`src/rtl/mem_probe_pkg.sv`:
```
`default_nettype none
// ============================================================================
// Package     : mem_probe_pkg
// Description : Shared types and default widths for the stride prober.
// Revision    : 1.0 - initial release
// ============================================================================
package mem_probe_pkg;
   localparam int C_ADDR_W  = 20;
   localparam int C_CNT_W   = 16;
   localparam int C_LAT_W   = 16;
   localparam int C_SUM_W   = 32;
   localparam int C_TIMEOUT = 1024;

   typedef enum logic [1:0] {
      IDLE   = 2'd0,
      ISSUE  = 2'd1,
      REPORT = 2'd2
   } state_e;

   typedef struct packed {
      logic [C_ADDR_W-1:0] base;
      logic [C_ADDR_W-1:0] stride;
      logic [C_CNT_W-1:0]  count;
      logic                write;
      logic [63:0]         wdata;
      logic [7:0]          bytemask;
   } probe_cmd_t;

   typedef struct packed {
      logic [C_LAT_W-1:0] min;
      logic [C_LAT_W-1:0] max;
      logic [C_SUM_W-1:0] total;
      logic [63:0]        rd_xor;
   } probe_res_t;
endpackage
`default_nettype wire

```
`src/rtl/lat_stats.sv`:
```
`default_nettype none
// ============================================================================
// Module      : lat_stats
// Description : Saturating min/max/sum of per-access latency samples.
// Revision    : 1.0 - initial release
// ============================================================================
module lat_stats
   import mem_probe_pkg::*;
#(
   parameter int LAT_W = C_LAT_W,
   parameter int SUM_W = C_SUM_W
) (
   input  logic             clk,
   input  logic             reset,
   input  logic             i_clear,
   input  logic             i_sample_valid,
   input  logic [LAT_W-1:0] i_lat,
   output logic [LAT_W-1:0] o_min,
   output logic [LAT_W-1:0] o_max,
   output logic [SUM_W-1:0] o_sum
);
   logic [LAT_W-1:0] r_min;
   logic [LAT_W-1:0] r_max;
   logic [SUM_W-1:0] r_sum;
   logic [SUM_W:0]   w_sum_ext;

   assign w_sum_ext = {1'b0, r_sum} + (SUM_W+1)'(i_lat);

   always_ff @(posedge clk) begin
      if (reset) begin
         r_min <= '0;
         r_max <= '0;
         r_sum <= '0;
      end else if (i_clear) begin
         r_min <= '1;
         r_max <= '0;
         r_sum <= '0;
      end else if (i_sample_valid) begin
         if (i_lat < r_min) r_min <= i_lat;
         if (i_lat > r_max) r_max <= i_lat;
         r_sum <= w_sum_ext[SUM_W] ? '1 : w_sum_ext[SUM_W-1:0];
      end
   end

   assign o_min = r_min;
   assign o_max = r_max;
   assign o_sum = r_sum;
endmodule
`default_nettype wire

```
`src/rtl/mem_stride_prober.sv`:
```
`default_nettype none
// ============================================================================
// Module      : mem_stride_prober
// Description : Issues strided memory accesses and reports latency statistics.
// Revision    : 1.0 - initial release
// ============================================================================
module mem_stride_prober
   import mem_probe_pkg::*;
#(
   parameter int ADDR_W  = C_ADDR_W,
   parameter int CNT_W   = C_CNT_W,
   parameter int LAT_W   = C_LAT_W,
   parameter int SUM_W   = C_SUM_W,
   parameter int TIMEOUT = C_TIMEOUT
) (
   input  logic              clk,
   input  logic              reset,
   input  logic              cmd_valid,
   output logic              cmd_ready,
   input  logic [ADDR_W-1:0] cmd_base,
   input  logic [ADDR_W-1:0] cmd_stride,
   input  logic [CNT_W-1:0]  cmd_count,
   input  logic              cmd_write,
   input  logic [63:0]       cmd_wdata,
   input  logic [7:0]        cmd_bytemask,
   output logic              res_done,
   output logic [LAT_W-1:0]  res_min_lat,
   output logic [LAT_W-1:0]  res_max_lat,
   output logic [SUM_W-1:0]  res_total_lat,
   output logic [63:0]       res_rd_xor,
   output logic              err_align,
   output logic              err_timeout,
   output logic [ADDR_W-1:0] address,
   output logic [63:0]       data_in,
   output logic [7:0]        bytemask,
   output logic              write,
   output logic              start_access,
   input  logic              access_done,
   input  logic [63:0]       data_out
);
   state_e            r_state;
   state_e            w_next;
   logic [ADDR_W-1:0] r_addr;
   logic [ADDR_W-1:0] r_stride;
   logic [CNT_W-1:0]  r_remaining;
   logic [63:0]       r_wdata;
   logic [7:0]        r_bytemask;
   logic              r_write;
   logic              r_start;
   logic [LAT_W-1:0]  r_lat;
   logic [63:0]       r_xor;
   logic              r_empty;
   logic              r_res_done;
   logic              r_err_align;
   logic              r_err_timeout;
   logic              w_accept;
   logic              w_misalign;
   logic              w_done;
   logic              w_last;
   logic [LAT_W-1:0]  w_min;

   assign w_accept   = cmd_valid && (r_state == IDLE);
   assign w_misalign = (|cmd_base[2:0]) || (|cmd_stride[2:0]);
   assign w_done     = r_start && access_done;
   assign w_last     = (r_remaining == CNT_W'(1));

   always_ff @(posedge clk) begin
      if (reset) r_state <= IDLE;
      else       r_state <= w_next;
   end

   always_comb begin
      w_next = r_state;
      case (r_state)
         IDLE:    if (w_accept && !w_misalign)
                     w_next = (cmd_count == '0) ? REPORT : ISSUE;
         ISSUE:   if (w_done && w_last) w_next = REPORT;
         REPORT:  w_next = IDLE;
         default: w_next = IDLE;
      endcase
   end

   always_ff @(posedge clk) begin
      if (reset) begin
         r_addr        <= '0;
         r_stride      <= '0;
         r_remaining   <= '0;
         r_wdata       <= '0;
         r_bytemask    <= '0;
         r_write       <= 1'b0;
         r_start       <= 1'b0;
         r_lat         <= '0;
         r_xor         <= '0;
         r_empty       <= 1'b1;
         r_res_done    <= 1'b0;
         r_err_align   <= 1'b0;
         r_err_timeout <= 1'b0;
      end else begin
         r_res_done  <= (r_state == REPORT);
         r_err_align <= 1'b0;
         if (w_accept) begin
            r_err_timeout <= 1'b0;
            if (w_misalign) begin
               r_err_align <= 1'b1;
            end else begin
               r_addr      <= cmd_base;
               r_stride    <= cmd_stride;
               r_remaining <= cmd_count;
               r_wdata     <= cmd_wdata;
               r_bytemask  <= cmd_bytemask;
               r_write     <= cmd_write;
               r_xor       <= '0;
               r_empty     <= (cmd_count == '0);
               r_lat       <= LAT_W'(1);
               r_start     <= (cmd_count != '0);
            end
         end else if (r_start) begin
            // A stuck access is flagged but never abandoned.
            if (r_lat == LAT_W'(TIMEOUT)) r_err_timeout <= 1'b1;
            if (access_done) begin
               if (!r_write) r_xor <= r_xor ^ data_out;
               r_remaining <= r_remaining - CNT_W'(1);
               if (w_last) begin
                  r_start <= 1'b0;
               end else begin
                  r_addr <= r_addr + r_stride;
                  r_lat  <= LAT_W'(1);
               end
            end else if (r_lat != '1) begin
               r_lat <= r_lat + LAT_W'(1);
            end
         end
      end
   end

   lat_stats #(
      .LAT_W (LAT_W),
      .SUM_W (SUM_W)
   ) u_lat_stats (
      .clk            (clk),
      .reset          (reset),
      .i_clear        (w_accept && !w_misalign),
      .i_sample_valid (w_done),
      .i_lat          (r_lat),
      .o_min          (w_min),
      .o_max          (res_max_lat),
      .o_sum          (res_total_lat)
   );

   // An empty command never sampled anything, so its minimum reads as zero.
   assign res_min_lat  = r_empty ? '0 : w_min;
   assign cmd_ready    = (r_state == IDLE);
   assign res_done     = r_res_done;
   assign res_rd_xor   = r_xor;
   assign err_align    = r_err_align;
   assign err_timeout  = r_err_timeout;
   assign address      = r_addr;
   assign data_in      = r_wdata;
   assign bytemask     = r_bytemask;
   assign write        = r_write;
   assign start_access = r_start;
endmodule
`default_nettype wire

```
`config.mk`:
```
export PLATFORM = sky130hd
export DESIGN_NAME = mem_stride_prober
export DESIGN_NICKNAME = d
export VERILOG_FILES = /design/src/rtl/mem_probe_pkg.sv /design/src/rtl/lat_stats.sv /design/src/rtl/mem_stride_prober.sv
export SDC_FILE = /design/constraint.sdc
export NUM_CORES = 1
export LEC_CHECK = 0
export BUFFER_PORTS_ARGS = -buffer_cell sky130_fd_sc_hd__buf_2
export CAP_MARGIN = 5
export CORE_ASPECT_RATIO = 1.2
export CORE_MARGIN = 3
export CORE_UTILIZATION = 40
export CTS_CLUSTER_SIZE = 25
export DETAILED_ROUTE_END_ITERATION = 16
export PLACE_DENSITY = 0.67
export SETUP_SLACK_MARGIN = 0.02
export SYNTH_ARGS = -nofsm -noshare
export SYNTH_HDL_FRONTEND = slang
export SYNTH_SLANG_ARGS = --single-unit
```
`constraint.sdc`:
```
create_clock -name clk -period 3 [get_ports clk]
set_input_delay 0.6 -clock clk [delete_from_list [all_inputs] [get_ports clk]]
set_output_delay 0.6 -clock clk [all_outputs]
set_load 0.02 [all_outputs]
```
==> flow_summary_export.csv <==
group,metric,value,unit
routing,wl_per_cell,16.94,µm
flow_run,max-cap-violations,0,
sta,worst_pin_slew,1097,ps
floorplan,fp.dieH,209.0,µm
routing,via_count,13677,
synth,synth_compound_area_frac,0.1843,
global_route,grt_use_total,0.2258,
setup_path,cp.required,3430,ps
sta,final.setup.tns,0,ps
sta,slew_violations,0,
final_layout,final_cell_count_no_fill,2590,
setup_path,path_cells,"ha_1 > fa_1 > a21o_1 > a221o_1 > and3_4 > o211a_4 > nor2_1 > a21oi_1",
global_route,grt_overflow,0,
setup_path,end_kind,"flop",
synth,synth-adder-area-share,0.06665,
setup_path,cp_slowest_cell,"nor2_1",
placement,gp_congestion,0.9136,
final_layout,drive_above_1_share,0.2539,
routing,drt-total-wl,43880,µm
floorplan,io_pins,423,
synth,postSynthAreaPerCell,8.032,µm²
sta,fin_skew,23.61,ps
setup_path,startpoint_type,"flop",
synth,synth-edff-count,0,
routing,firstDrtPassIters,5,
clock_network,cts_tree,"yes",
synth,postSynth.asyncResetShare,0,
hold_path,hold_class,"primary input to flop",
sta,rsz0062_at_grt,"no",
clock_network,clock_path_buffers,3,
placement,dp_hpwl,32430,µm
synth,seq_area_frac_synth,0.4079,
synth,synth_nets,1980,
synth,ys_warn_count,0,
synth,ys_seq_elements,280,
sta,max_freq,361.8,MHz
final_layout,final_nets,2386,
clock_network,clock_latency,570,ps
synth,synthMuxAreaShare,0.006556,
clock_network,numCtsBuffers,31,
sta,hold-worst-slack,259.0,ps
setup_path,critPathArrivalTime,3200,ps
clock_network,post-cts-setup-buffers,0,
synth,synth-simple-area-share,0.2189,
placement,io_buffers,422,
synth,synth_top_family_by_area,"simple AND/OR/NAND/NOR gates",
synth,yosysUniqueCellTypes,73,
final_layout,areaGrowthSynthToFinish,26.81,%
global_route,grt_max_degree,107,
floorplan,num_rows,73,
floorplan,start_util,0.4100,
routing,antenna_left,0,
clock_network,cts.sinks,280,
placement,place_inst,2534,
pwr,leakagePower,7.712,nW
routing,vias_per_cell,5.281,
clock_network,cts_max_level,1,
synth,synth_ff_type,"dfxtp_1",
synth,synthesis.area,13740,µm²
sta,fin_crit_sh,0.9214,
routing,drc,0,
sta,finalSetupViolCount,0,
floorplan,die_x,175.2,µm
run_status,status,"finished, final reports clean",
setup_path,path_max_fanout,8,
sta,slew-limit-headroom,0.2656,
global_route,grt_pass1_wl,68390,µm
synth,synth_cells,1711,
clock_network,cts_root_buf,"clkbuf_16",
floorplan,die_area,36620,µm²
pwr,ir_drop,535.1,µV
setup_path,path_class,"flop to flop",
sta,hold_viol,0,
pwr,p_per_area,457.0,nW/µm²
floorplan,core,33520,µm²
clock_network,clk_pin_slew_worst_paths,60,ps
setup_path,slowest_delay,420,ps
final_layout,mostFrequentLayoutCell,"buf_2",
routing,drt_first_iter_violations,842,
synth,synth_xor_area_frac,0.06883,
global_route,antenna_found_initial,4,
sta,fin_crit,2764,ps
final_layout,final_cell_mix,"421 x buf_2, 328 x nand2_1, 280 x dfxtp_1, 200 x a21oi_1, 157 x nor2_1",
final_layout,fillers,3216,
global_route,grt_pass1_vias,13098,
==> synthesized netlist by cell type, types with 3 or more instances <==
library cell	count	area share
nand3_1	45	0.016
o21a_1	7	0.0038
a22oi_1	7	0.0038
a211o_1	4	0.0025
clkbuf_1	61	0.017
nand2_2	4	0.0018
o21ai_0	66	0.024
and3_1	15	0.0068
nand2b_1	5	0.0023
a311oi_1	25	0.016
a31oi_1	14	0.0064
ha_1	70	0.064
nand2_1	328	0.090
a41oi_1	5	0.0032
buf_6	8	0.0066
or3_1	7	0.0032
nor2_2	3	0.0014
and2_1	10	0.0046
a211oi_1	14	0.0076
xnor2_1	19	0.012
o21bai_1	4	0.0022
inv_1	48	0.013
a221oi_1	4	0.0025
mux2i_1	9	0.0066
nor4_1	9	0.0041
o211ai_1	9	0.0049
a21o_1	24	0.013
a21oi_1	200	0.073
xor2_1	89	0.057
o31ai_1	4	0.0022
buf_2	22	0.0080
nor2_1	157	0.043
nor3_1	48	0.017
dfxtp_1	280	0.41
nand4_1	20	0.0091
nor2b_1	14	0.0064
o21ai_1	4	0.0015
==> critical path, delay by kind of cell (launching register included) <==
family	cells	cell delay, ps
AO/OA/AOI/OAI	4	1030
adder cells (fa/ha/maj)	2	650
flip-flops	1	320
AND/OR/NAND/NOR	2	640
==> state kept, by name, summed over array words and instances (netlist names) <==
signal	flops
r_lat	16
u_lat_stats.o_max	16
u_lat_stats.o_sum	32
err_align	1
write	1
r_stride	20
r_state	2
res_done	1
r_remaining	16
err_timeout	1
data_in	64
start_access	1
r_empty	1
bytemask	8
address	20
res_rd_xor	64
u_lat_stats.o_min	16
==> stage by stage <==
| step | power [W] | util | setup WS (ps) | area, µm² |
|---|---|---|---|---|
| floorplan | 0.003990 | - | 407.3 | 13740 |
| global placement | 0.004196 | 0.4894 | 212.3 | 16400 |
| detailed placement | 0.004199 | 0.4894 | 189.9 | 16400 |
| CTS | 0.008061 | 0.5198 | 231.5 | 17420 |
| global route | 0.008225 | 0.5198 | 20.17 | 17420 |
| finish | 0.007963 | 0.5199 | 235.8 | 17430 |
==> area by class of cell <==
class	instances	area (µm²)	share of cell area
Clock buffer	40	859.6	0.04933
Inverter	48	180.2	0.01034
Sequential cell	280	5605	0.3217
Antenna cell	1	2.502	0.0001436
Timing Repair Buffer	468	2535	0.1455
Clock inverter	15	160.2	0.009190
Tap cell	450	563.0	0.03231
Multi-Input combinational cell	1288	7521	0.4316
==> metal layers <==
layer	part of all wire	wire [µm]	vias up	GRT usage
li1	-	-	6745	-
met1	0.40	17560	6306	0.2715
met2	0.49	21470	527	0.3956
met3	0.080	3503	93	0.05071
met4	0.030	1311	6	0.07762
met5	0.00077	34	-	0
==> power breakdown <==
group	internal, W	switching [W]	total, W
sequential	0.00374	0.0000120	0.00375
combinational	0.000157	0.000212	0.000370
clock	0.00226	0.00158	0.00385
==> worst paths after layout <==
check / end / slack (ps) / startpoint / depth (start not counted)
worst max register to register: u_lat_stats.o_sum[14] / 240 / u_lat_stats.o_sum[0] / 8
worst min-delay path: data_in[2] / 260 / cmd_wdata[2] / 3
worst max-delay path: u_lat_stats.o_sum[14] / 240 / u_lat_stats.o_sum[0] / 8
worst min register to register: data_in[41] / 450 / data_in[41] / 2
==> kinds of logic after synthesis <==
family / after synthesis
adder cells (fa/ha/maj): 72
multiplexers: 9
XOR/XNOR: 108
buffers and inverters: 143
AND/OR/NAND/NOR: 683
AO/OA/AOI/OAI: 416
flip-flops: 280
==> repair_timing <==
item	in CTS	in global routing
resized for setup	0	0
hold buffers	0	0
endpoints found under the setup margin	0	4
Note: power is estimated with default switching activity, not from simulation.
